**src/rtl/adc_stream_fifo.sv**
```systemverilog
// Packs pairs of 16-bit ADC samples into 32-bit words and queues them in a show-ahead FIFO.
// Optional overflow counter is built only when ADC_STREAM_FIFO_OVF_COUNT_EN is defined.
module adc_stream_fifo #(
    parameter int unsigned DEPTH_LOG2 = 4,
    parameter logic [31:0] EMPTY_DATA = 32'hDEADBEEF
) (
    input  logic                  i_clk,
    input  logic                  i_rst,
    input  logic                  i_clear,
    input  logic                  i_sample_valid,
    input  logic [15:0]           i_sample,
    output logic [31:0]           o_rx_data,
    input  logic                  i_rx_data_read_trigger,
    output logic                  o_empty,
    output logic                  o_full,
    output logic [DEPTH_LOG2:0]   o_level,
    output logic [15:0]           o_overflow_count
);

    localparam int unsigned DEPTH = 1 << DEPTH_LOG2;
    localparam logic [DEPTH_LOG2:0]   FULL_LEVEL = {1'b1, {DEPTH_LOG2{1'b0}}};
    localparam logic [DEPTH_LOG2:0]   LEVEL_ONE  = 1;
    localparam logic [DEPTH_LOG2-1:0] PTR_ONE    = 1;

    // Handshakes: a sample is taken on every edge where i_sample_valid is high (no
    // backpressure); a pop happens on every edge where the trigger is high and the
    // FIFO is not empty. i_clear wins over both.
    typedef enum logic {
        ST_LOW  = 1'b0,
        ST_HIGH = 1'b1
    } packer_state_t;

    packer_state_t         packer_state, packer_state_next;
    logic [15:0]           pending;
    logic [31:0]           mem [DEPTH];
    logic [DEPTH_LOG2-1:0] wr_ptr, rd_ptr;
    logic                  push_req, push_ok, pop, drop;

    always_ff @(posedge i_clk or posedge i_rst) begin
        if (i_rst) packer_state <= ST_LOW;
        else       packer_state <= packer_state_next;
    end

    always_comb begin
        packer_state_next = packer_state;
        push_req          = 1'b0;
        if (i_sample_valid) begin
            if (packer_state == ST_LOW) begin
                packer_state_next = ST_HIGH;
            end else begin
                packer_state_next = ST_LOW;
                push_req          = 1'b1;
            end
        end
        if (i_clear) begin
            packer_state_next = ST_LOW;
            push_req          = 1'b0;
        end
    end

    // Popping frees the slot on the same edge, so a full FIFO still accepts a push then.
    assign pop     = i_rx_data_read_trigger && !o_empty && !i_clear;
    assign push_ok = push_req && (!o_full || pop);
    assign drop    = push_req && !push_ok;

    always_ff @(posedge i_clk or posedge i_rst) begin
        if (i_rst) begin
            pending <= 16'h0000;
        end else if (i_clear) begin
            pending <= 16'h0000;
        end else if (i_sample_valid && packer_state == ST_LOW) begin
            pending <= i_sample;
        end
    end

    always_ff @(posedge i_clk) begin
        if (push_ok) mem[wr_ptr] <= {i_sample, pending};
    end

    always_ff @(posedge i_clk or posedge i_rst) begin
        if (i_rst) begin
            wr_ptr  <= '0;
            rd_ptr  <= '0;
            o_level <= '0;
        end else if (i_clear) begin
            wr_ptr  <= '0;
            rd_ptr  <= '0;
            o_level <= '0;
        end else begin
            if (push_ok) wr_ptr <= wr_ptr + PTR_ONE;
            if (pop)     rd_ptr <= rd_ptr + PTR_ONE;
            case ({push_ok, pop})
                2'b10:   o_level <= o_level + LEVEL_ONE;
                2'b01:   o_level <= o_level - LEVEL_ONE;
                default: o_level <= o_level;
            endcase
        end
    end

    assign o_empty   = (o_level == '0);
    assign o_full    = (o_level == FULL_LEVEL);
    assign o_rx_data = o_empty ? EMPTY_DATA : mem[rd_ptr];

`ifdef ADC_STREAM_FIFO_OVF_COUNT_EN
    always_ff @(posedge i_clk or posedge i_rst) begin
        if (i_rst) begin
            o_overflow_count <= 16'h0000;
        end else if (i_clear) begin
            o_overflow_count <= 16'h0000;
        end else if (drop && o_overflow_count != 16'hFFFF) begin
            o_overflow_count <= o_overflow_count + 16'd1;
        end
    end
`else
    logic unused_drop;
    assign unused_drop      = drop;
    assign o_overflow_count = 16'h0000;
`endif

endmodule

```
**config.mk**
```make
export PLATFORM = sky130hd
export DESIGN_NAME = adc_stream_fifo
export DESIGN_NICKNAME = d
export VERILOG_FILES = /design/src/rtl/adc_stream_fifo.sv
export SDC_FILE = /design/constraint.sdc
export NUM_CORES = 1
export LEC_CHECK = 0
export BUFFER_PORTS_ARGS = -buffer_cell sky130_fd_sc_hd__buf_2
export CAP_MARGIN = 20
export CORE_MARGIN = 2
export CORE_UTILIZATION = 55
export CTS_CLUSTER_DIAMETER = 200
export CTS_CLUSTER_SIZE = 20
export DETAILED_ROUTE_END_ITERATION = 7
export PLACE_DENSITY = 0.73
export SLEW_MARGIN = 15
export SYNTH_ARGS = -nofsm -noshare
export SYNTH_HDL_FRONTEND = slang
export SYNTH_SLANG_ARGS = --single-unit
```
**constraint.sdc**
```tcl
create_clock -name i_clk -period 4 [get_ports i_clk]
set_input_delay 0.6 -clock i_clk [delete_from_list [all_inputs] [get_ports i_clk]]
set_output_delay 0.6 -clock i_clk [all_outputs]
set_load 0.03 [all_outputs]
```
==> impl_results.md <==
- Static power due to leakage: 7.48 nW
- Post-synthesis share of cell area spent on xor and xnor gates: 0.00163
- Setup Crit Path Kind: flop to primary output
- Register clock-pin slew on the reported worst setup and hold paths: 90 ps
- Fill cell count: 2,718
- Area growth from synthesis to layout: 9.47%
- CTS HTree Levels: 1
- Netlist area before placement: between 0.02 and 0.025 sq mm
- Initial standard-cell utilization of the core: 0.556
- Final antenna diode count: 0
- Chip Height: just over 200 microns
- Overall track demand over capacity in global routing: 0.216
- Synth warnings: 0
- Launching element type of the critical path: flop
- Area post-placement: approximately 0.023 sq mm
- Setup_tns: 0 ps
- Share of final-layout standard cells stronger than drive strength 1: 0.266
- Slack of the worst reg-to-reg path: roughly 1000 ps
- Final HPWL from detailed placement: 24,700 microns
- GRT overflow: 0
- Number of design-rule violations left by the first detailed-router iteration: 1,091
- Final clock skew: approximately 27 ps
- Most instantiated flip-flop cell in the synthesis netlist: sky130_fd_sc_hd__edfxtp_1
- FF+latch count, synth: 542
- Area inside the core boundary: 0.0386 sq mm
- Antenna violations before repair: 1
- Dominant combinational cell family by area after synthesis: multiplexers
- Die Outline Area: 0.0407 sq mm
- Final clock period utilization by the worst path: 0.936
- Final-stage net count: 1,202
- Number of vias per cell after detailed routing: 6.10
- Fraction of the yosys area taken by sequential cells: 0.750
- Peak Freq: around 0.27 GHz
- Setup Fix Bufs, Post-CTS: 0
- Placed cells: 1,657
- Critical path data required time: 3400 ps
- Distinct cell type count of the synthesized netlist: 48
- Post-Synthesis Mean Instance Area: 19.5 sq um
- Worst rel slew slack: 0.481
- Final hold violations: 0
- Number of maximum-capacitance violations: 0
- Hold-fix buffer count after cts: 0
- Die Width: ~200 microns
- Cell count after synthesis: roughly 1,100
- Final cell count without fillers: 1,714
- Peak supply drop: between 300 and 400 uV
- # clock sinks: 542
- Result of the run: completed
- Cell Rows: 72
- Post-DR wirelength/cell: 25.2 microns
- Wire length of the first global-routing pass: 65,700 microns
- Area fraction in compound gates after synthesis: 0.0352
- Resize count post-CTS: 0
- Number of global-route vias before repair: 10,700
- DR vias: around 10,000
- Fraction of registers with async set/reset: 0.0554
- PortBufs: 59
- Synth Area in Adders: 0.00559
- Total power divided by cell area: 514 mW/mm^2
- CTS tree: yes
- Clock Tree Root: sky130_fd_sc_hd__clkbuf_16
- Number of detailed-routing iterations run before antenna repair: 6
- Final min period: 3750 ps
- Simple-gate share of the synthesized area: 0.0254
- Finish-stage setup viols: 0
- CTS Buf Count: 31
- Global placer's final weighted congestion: 0.747
- Clk_lat worst skew: 590 ps
- Total power of the final layout: 12.1 mW
- Final design area excluding fillers: 0.0235 sq mm
- DRC Markers: 0
- Most common cell after layout, fill and taps aside: sky130_fd_sc_hd__edfxtp_1
- I/O pin count: 76
- Data arrival time of the critical path: ~3200 ps
- Clock buffer depth: 3
- Number of synthesized flops with an enable pin: about 510
- Commonest cells after routing, fill and taps aside: sky130_fd_sc_hd__edfxtp_1, sky130_fd_sc_hd__mux4_2, sky130_fd_sc_hd__buf_2, sky130_fd_sc_hd__mux2_2, sky130_fd_sc_hd__a21oi_1
- Actual slew at the worst max-slew pin: 778 ps
- Multiplexer fraction of the synthesized cell area: 0.157
- Total Routed Length: 43,300 microns
- Final core occ: 0.609
- Unrepaired setup endpoints after global routing: no
- Number of routed nets with antenna violations: 0
- Path category of the worst min-delay check: primary input to asynchronous set/reset pin
- Worst-path maximum fanout: ~40
- Largest net degree at the start of global routing: 73
- Slew Limit Fails: 0
- Worst setup EP type: primary output
state kept, by name, indices dropped and copies added, names as in the netlist:
signal / flops
mem: 512
pending: 16
o_level: 5
rd_ptr: 4
wr_ptr: 4
packer_state: 1
logic make-up (layout without fill, tap and decap cells):
logic type / after synthesis / count (layout)
DFF: 542 / 542
muxes: 199 / 199
and+or+nand+nor: 120 / 120
AOI/OAI and AO/OA: 114 / 114
buffers and inverters: 111 / 192
adders and majority gates: 9 / 9
xor gates and xnor gates: 4 / 4
other: 1 / 16
cell usage after synthesis, drive strengths merged, types with 2 or more instances:
master	count	area, sq um
nand2	40	150
or3	2	12.5
nor2b	2	12.5
o211ai	2	15.0
a211o	25	219
ha	8	100
nor2	49	200
mux2i	45	463
mux2	50	571
a211oi	2	15.0
or2	3	18.8
a21oi	45	225
inv	32	120
o21ai	3	18.8
edfxtp	512	15400
xnor2	2	17.5
nand3b	2	15.0
buf	54	322
or4	2	18.8
o22ai	32	200
clkbuf	25	95.1
mux4	104	2340
dfrtp	30	751
nand3	3	15.0
nor3	4	20.0
xor2	2	17.5
nand2b	9	56.3
path summary, 6_finish.rpt:
path	startpoint	to	cells past startpoint
setup / recovery	rd_ptr[0]	o_rx_data[19]	6
hold / removal	i_rst	wr_ptr[0]	3
setup reg to reg	o_level[1]	o_level[4]	9
hold reg to reg	packer_state	packer_state	2
max in group asynchronous	i_rst	rd_ptr[1]	3
min in group i_clk	i_sample_valid	packer_state	3
per-stage QoR:
stage / hold WS [ps] / worst slack (ps)
floorplan: 542 / 746
global placement: 557 / 813
detailed placement: 577 / 819
CTS: 97.4 / 185
global route: 134 / 42.9
finish: 95.6 / 255
power by group:
| part | switching, mW | internal, mW | total, mW |
|---|---|---|---|
| Sequential | 0.186 | 6.24 | 6.42 |
| Combinational | 1.43 | 1.06 | 2.49 |
| Clock | 1.71 | 1.48 | 3.19 |
| Total | 3.32 | 8.78 | 12.1 |
worst max-delay path: stages (launching register included):
cell and delay, ps:
sky130_fd_sc_hd__dfrtp_4 950, sky130_fd_sc_hd__buf_4 400, sky130_fd_sc_hd__mux4_2 530, sky130_fd_sc_hd__mux2i_1 160, sky130_fd_sc_hd__nor2_1 60, sky130_fd_sc_hd__a211o_1 270
sky130_fd_sc_hd__buf_2 170
layer usage:
layer | up-vias | track usage | share of wire
met4 | 2 | 0.0436 | 0.015
met3 | 50 | 0.0279 | 0.065
met5 | - | 0 | 0.00037
met1 | 5525 | 0.315 | 0.42
met2 | 376 | 0.357 | 0.50
li1 | 4497 | - | -
area by class of cell:
cell class | instances | area (sq um) | area share
multi-input combinational | 462 | 5030 | 0.214
inverter | 32 | 120 | 0.00510
clock buffer | 56 | 870 | 0.0369
timing repair buffer | 103 | 713 | 0.0303
sequential | 542 | 16100 | 0.686
tap | 518 | 648 | 0.0275
clock inverter | 1 | 20.0 | 0.000851
Power figures use the tool's default switching activity.
